## src/rtl/pc_fetch_if.sv

```systemverilog
// pc_fetch_if: control inputs and fetch-address outputs of the PC fetch stage.
interface pc_fetch_if;
  logic        stall;
  logic        imem_ready;
  logic        redirect;
  logic [31:0] redirect_target;
  logic        halt;
  logic [31:0] pc;
  logic [31:0] pc_plus4;
  logic        fetch_valid;
  logic [31:0] fetch_count;
  logic        misalign_err;
  modport master (
    input  stall, imem_ready, redirect, redirect_target, halt,
    output pc, pc_plus4, fetch_valid, fetch_count, misalign_err
  );
  modport slave (
    output stall, imem_ready, redirect, redirect_target, halt,
    input  pc, pc_plus4, fetch_valid, fetch_count, misalign_err
  );
endinterface

```

## src/rtl/pc_fetch.sv

```systemverilog
// pc_fetch: program counter with fetch handshake, pending redirect and halt.
// Define PC_ALIGN_CHECK_EN to halt on misaligned redirect targets instead of masking them.
module pc_fetch #(
  parameter logic [31:0] RESET_PC = 32'h0000_0000
) (
  input logic        clk,
  input logic        reset_n,
  pc_fetch_if.master bus
);
  typedef enum logic [1:0] {BOOT, RUN, HALT} state_t;
  state_t      state, state_nx;
  logic [31:0] pc_q, cnt_q, pend_q, tgt, pc_nx;
  logic        pend_v, hs, take, bad;
  assign bus.pc          = pc_q;
  assign bus.pc_plus4    = pc_q + 32'd4;
  assign bus.fetch_valid = state == RUN;
  assign bus.fetch_count = cnt_q;
  always_comb begin
    hs       = (state == RUN) & bus.imem_ready & ~bus.stall & ~bus.halt;
    take     = bus.redirect | pend_v;
    tgt      = bus.redirect ? bus.redirect_target : pend_q;
`ifdef PC_ALIGN_CHECK_EN
    bad      = hs & take & (|tgt[1:0]);
    pc_nx    = take ? tgt : bus.pc_plus4;
`else
    bad      = 1'b0;
    pc_nx    = take ? (tgt & ~32'd3) : bus.pc_plus4;
`endif
    state_nx = state == BOOT ? RUN :
               (state == RUN && (bus.halt || bad)) ? HALT : state;
  end
  // A misaligned target aborts the fetch: neither pc nor fetch_count moves.
  always_ff @(posedge clk or negedge reset_n) begin
    if (!reset_n) begin
      state  <= BOOT;
      pc_q   <= RESET_PC;
      cnt_q  <= '0;
      pend_q <= '0;
      pend_v <= 1'b0;
    end else begin
      state <= state_nx;
      if (hs && !bad) begin
        pc_q  <= pc_nx;
        cnt_q <= cnt_q + 32'd1;
      end
      if (state == RUN) begin
        if (bus.halt || hs) pend_v <= 1'b0;
        else if (bus.redirect) begin
          pend_v <= 1'b1;
          pend_q <= bus.redirect_target;
        end
      end
    end
  end
`ifdef PC_ALIGN_CHECK_EN
  logic err_q;
  always_ff @(posedge clk or negedge reset_n) begin
    if (!reset_n) err_q <= 1'b0;
    else          err_q <= bad;
  end
  assign bus.misalign_err = err_q;
`else
  assign bus.misalign_err = 1'b0;
`endif
endmodule

```

## src/flat_wrapper.sv

```systemverilog
// flat-port wrapper written by rule: the top's interface ports become plain ports
module pc_fetch_flat 
#(
  parameter logic [31:0] RESET_PC = 32'h0000_0000
)
  (clk, reset_n, bus_stall, bus_imem_ready, bus_redirect, bus_redirect_target, bus_halt, bus_pc, bus_pc_plus4, bus_fetch_valid, bus_fetch_count, bus_misalign_err);
  pc_fetch_if bus_i ();
  input logic clk;
  input logic reset_n;
  input wire logic [$bits(bus_i.stall)-1:0] bus_stall;
  input wire logic [$bits(bus_i.imem_ready)-1:0] bus_imem_ready;
  input wire logic [$bits(bus_i.redirect)-1:0] bus_redirect;
  input wire logic [$bits(bus_i.redirect_target)-1:0] bus_redirect_target;
  input wire logic [$bits(bus_i.halt)-1:0] bus_halt;
  output wire logic [$bits(bus_i.pc)-1:0] bus_pc;
  output wire logic [$bits(bus_i.pc_plus4)-1:0] bus_pc_plus4;
  output wire logic [$bits(bus_i.fetch_valid)-1:0] bus_fetch_valid;
  output wire logic [$bits(bus_i.fetch_count)-1:0] bus_fetch_count;
  output wire logic [$bits(bus_i.misalign_err)-1:0] bus_misalign_err;
  assign bus_i.stall = bus_stall;
  assign bus_i.imem_ready = bus_imem_ready;
  assign bus_i.redirect = bus_redirect;
  assign bus_i.redirect_target = bus_redirect_target;
  assign bus_i.halt = bus_halt;
  assign bus_pc = bus_i.pc;
  assign bus_pc_plus4 = bus_i.pc_plus4;
  assign bus_fetch_valid = bus_i.fetch_valid;
  assign bus_fetch_count = bus_i.fetch_count;
  assign bus_misalign_err = bus_i.misalign_err;
  pc_fetch #(.RESET_PC(RESET_PC)) u_core (.clk(clk), .reset_n(reset_n), .bus(bus_i));
endmodule
```

## config.mk

```make
export PLATFORM = sky130hd
export DESIGN_NAME = pc_fetch_flat
export DESIGN_NICKNAME = d
export VERILOG_FILES = /design/src/rtl/pc_fetch_if.sv /design/src/rtl/pc_fetch.sv /design/src/flat_wrapper.sv
export SDC_FILE = /design/constraint.sdc
export NUM_CORES = 1
export LEC_CHECK = 0
export ABC_AREA = 1
export CAP_MARGIN = 5
export CORE_MARGIN = 4
export CORE_UTILIZATION = 40
export CTS_BUF_LIST = sky130_fd_sc_hd__clkbuf_4 sky130_fd_sc_hd__clkbuf_8 sky130_fd_sc_hd__clkbuf_16
export DETAILED_ROUTE_END_ITERATION = 10
export PLACE_DENSITY = 0.71
export SYNTH_ARGS = -nofsm -noshare
export SYNTH_HDL_FRONTEND = slang
export SYNTH_SLANG_ARGS = --single-unit
```

## constraint.sdc

```tcl
create_clock -name clk -period 2.21 [get_ports clk]
set_input_delay 0.221 -clock clk [delete_from_list [all_inputs] [get_ports clk]]
set_output_delay 0.221 -clock clk [all_outputs]
set_load 0.02 [all_outputs]
```

==> impl.org <==
** Die
- The die is around 130 µm wide.
- Core outline area :: roughly 14000 µm²
- Vertical extent of the die :: approximately 130 µm
- For this configuration, the core starts out at a cell density of slightly above 40%.
- Ports :: around 140
- The initialized floorplan defines 43 standard-cell rows.
- Die footprint :: 16400 µm²

** Finish
- Number of cells in the finished layout apart from fillers :: between 1000 and 1500
- In the final layout, the share of cells above drive strength 1 is around 12%.
- Final layout net count :: roughly 1000
- Leaving out fill and tap cells, the most frequent cell in the layout is nand2_1.
- Most used cells in the layout excluding fill and tap cells :: nand2_1 (282), nor2_1 (119), clkdlybuf4s50_1 (99)
- From synthesis to final layout, the design area changed by 36.2%.
- Antenna cells :: 0
- Final core utilization :: between 50 and 60%

** Detailed routing
- After detailed routing, the number of remaining DRC violations is 0.
- Antenna-violating nets left :: 0
- The routed layout has between 5000 and 6000 vias.
- First-pass iteration count of the detailed router :: 5
- Final Routed Wirelength :: 17.0 mm
- Detailed-route vias per instance :: around 5
- Wire length per cell :: ~14 µm
- The first routing iteration left ~530 violations.

** STA
- At the pin with the least slew margin, the transition time is 0.551 ns.
- The final critical path takes up between 90 and 100% of the cycle.
- Hold_ws :: between 0.3 and 0.4 ns
- For the finished layout, the period the worst path requires is between 2 and 2.5 ns.
- Maximum clock frequency :: approximately 470 MHz
- Setup violations remaining at the end of the flow were counted as 0.
- Measured against its own limit, the worst slew margin works out to 63.3%.
- For the final database, setup skew stands at ~0.0097 ns.
- RSZ-0062 raised after global routing :: true
- The number of max-slew violations in the final report is 0.
- Number of hold-slack violations in the final timing report :: 0
- Post-route setup slack :: about 0.066 ns

** Clocking
- No sink is reached through more buffers than the 2 on the longest clock path.
- After clock tree synthesis, the clock-pin slew on the worst setup and hold paths is ~0.080 ns.
- Clock tree from TritonCTS :: yes
- In this run, CTS created clock tree buffers numbering 9.
- The tree built by TritonCTS fans out to 95 sinks.
- Clk Latency, worst-skew pair :: roughly 0.35 ns
- Root buf cell :: clkbuf_16
- The H-tree was split into 3 levels.

** Worst setup path
- In this run the worst path has a maximum fanout of 5.
- Setup Crit Path Kind :: flop to primary output
- Crit end category :: primary output
- Worst Setup Start Kind :: flop
- The setup check on the worst reg-to-reg path leaves a slack of around 0.46 ns.
- Data on the critical path arrives at its endpoint at 1.92 ns.
- Worst path required time :: 1.99 ns

** Global route
- Entering global routing, the biggest net connects 47 pins.
- First-pass GRT wire length :: 27.7 mm
- The total overflow left after global routing is 0.
- The via count of the first global-routing pass came to 5605.
- GR Util met2 :: 32.9%
- Met1 Resource Use GR :: between 20 and 30%
- Global routing used 4.79% of the available met3 tracks.
- The initial antenna violation count came to 0.
- Global router's overall resource usage :: 21.2%
- Global-route layer with the greatest usage :: met2

** Yosys
- The netlist uses 34 different library cells.
- In this run, synthesis produced a sequential element count of 95.
- Yosys warns :: 0
- Synthesis handed over a netlist of 844 instances.
- The cell area that synthesis handed to floorplanning was 5770 µm².
- The share of the Yosys chip area taken by registers is 41.2%.
- Each instance of the synthesized netlist takes up on average 6.84 µm².

** Power
- Leakage Power :: ~0.0037 µW
- Worst IR drop on VDD :: 0.000359 V
- Power comes to 3620 µW.
- Power spread over the standard cell area amounts to 460 nW/µm².

** Placement
- After detailed placement, the design holds a cell count of roughly 1200.
- Minimum setup slack after placement :: -0.0435 ns
- DP HPWL :: 12.7 mm
- I/O Buffers :: 128
- The congestion estimate from routability-driven global placement came to between 0.9 and 1.

** Run status
- The flow ran to the end, and the final reports show no timing, DRC or antenna violations.

** Min path
- The min-delay analysis places its worst path in the category primary input to asynchronous set/reset pin.

** Flow run
- Max-cap violations in this run came to 0.
per-stage QoR:
stage          setup TNS [ns]  cell area, µm²
6_report                    0            7860
2_1_floorplan               0            5790
3_3_place_gp                0            7400
3_5_place_dp           -0.117            7400
4_1_cts               -0.0562            7770
5_1_grt               -0.0960            7860
where the power goes:
group	switching [µW]	total, µW	internal (µW)
logic	129	223	93.9
registers	0.000000116	1740	1740
clock network	753	1660	906
state kept, by name, indices dropped and copies added (netlist names):
| register | cells |
|---|---|
| u_core.bus.pc | 30 |
| u_core.pend_v | 1 |
| u_core.state | 2 |
| u_core.bus.fetch_count | 32 |
| u_core.pend_q | 30 |
synthesized netlist by cell type (all sizes together):
cell type / count / share of area [%]
clkbuf: 9 / 0.59
xnor2: 8 / 1.2
buf: 21 / 2.0
conb: 1 / 0.065
nor3: 4 / 0.35
a22oi: 5 / 0.65
nor2b: 1 / 0.11
nor4: 1 / 0.11
dfrtp: 95 / 41
o21bai: 6 / 0.78
and2: 4 / 0.43
o21a: 3 / 0.39
nand2: 286 / 19
nand3b: 2 / 0.26
nor3b: 1 / 0.13
or2: 5 / 0.54
mux2i: 5 / 0.87
ha: 2 / 0.43
nor2: 140 / 9.9
o21ai: 70 / 6.1
nand4: 5 / 0.65
a211oi: 1 / 0.13
inv: 87 / 5.7
a21oi: 14 / 1.2
nand3: 50 / 4.9
xor2: 18 / 2.7
layout make-up:
class	count	area, µm²
Clock inverter	7	86.3
Tap cell	180	225
Sequential cell	95	2380
Timing Repair Buffer	173	1580
Clock buffer	9	225
Multi-Input combinational cell	636	3040
Inverter	87	327
Fill cell	1341	6130
layer usage:
layer  up-vias  share of wire [%]
li1       2943                  -
met1      2718                 45
met2       181                 45
met3        28                6.7
met4         0                2.7
met5         -                  0
cell families (layout without fill, tap and decap cells):
kind of cell    after synthesis  after routing  share of synthesized area (%)
simple gates                499            499                           36.0
buf+inv                     117            276                           8.28
compound gates               99             99                           9.23
flops                        95             95                           41.2
xor+xnor                     26             26                           3.94
mux                           5              5                          0.867
fa+ha+maj                     2              2                          0.433
other cells                   1              5                         0.0650
final timing paths:
kind | end | from | depth (start not counted)
worst max-delay path | bus_pc_plus4[18] | u_core.bus.pc[3] | 9
worst min-delay path | u_core.pend_q[27] | reset_n | 2
worst max register to register | u_core.bus.fetch_count[24] | u_core.bus.fetch_count[0] | 10
worst min register to register | u_core.pend_q[5] | u_core.pend_q[5] | 2
max in group asynchronous | u_core.bus.pc[9] | reset_n | 3
min in group clk | u_core.pend_q[4] | bus_redirect | 4
what timing repair did:
action | 4_1_cts | 5_1_grt
resized for setup | 67 | 32
hold buffers | 1 | 0
pin swaps | 3 | 5
gates cloned | 0 | 0
endpoints found under the hold margin | 36 | 0
setup endpoints to repair | 26 | 23
setup buffers | 2 | 10
worst max-delay path, stage by stage, from the launching register on:
cell and delay, ns:
dfrtp_1 0.38, ha_2 0.20, nand2_2 0.07, nor2_4 0.12, buf_6 0.12, nand2_4 0.09
nor2_4 0.19, nand2_1 0.08, and2_1 0.15, buf_2 0.15
Power figures use the tool's default switching activity.
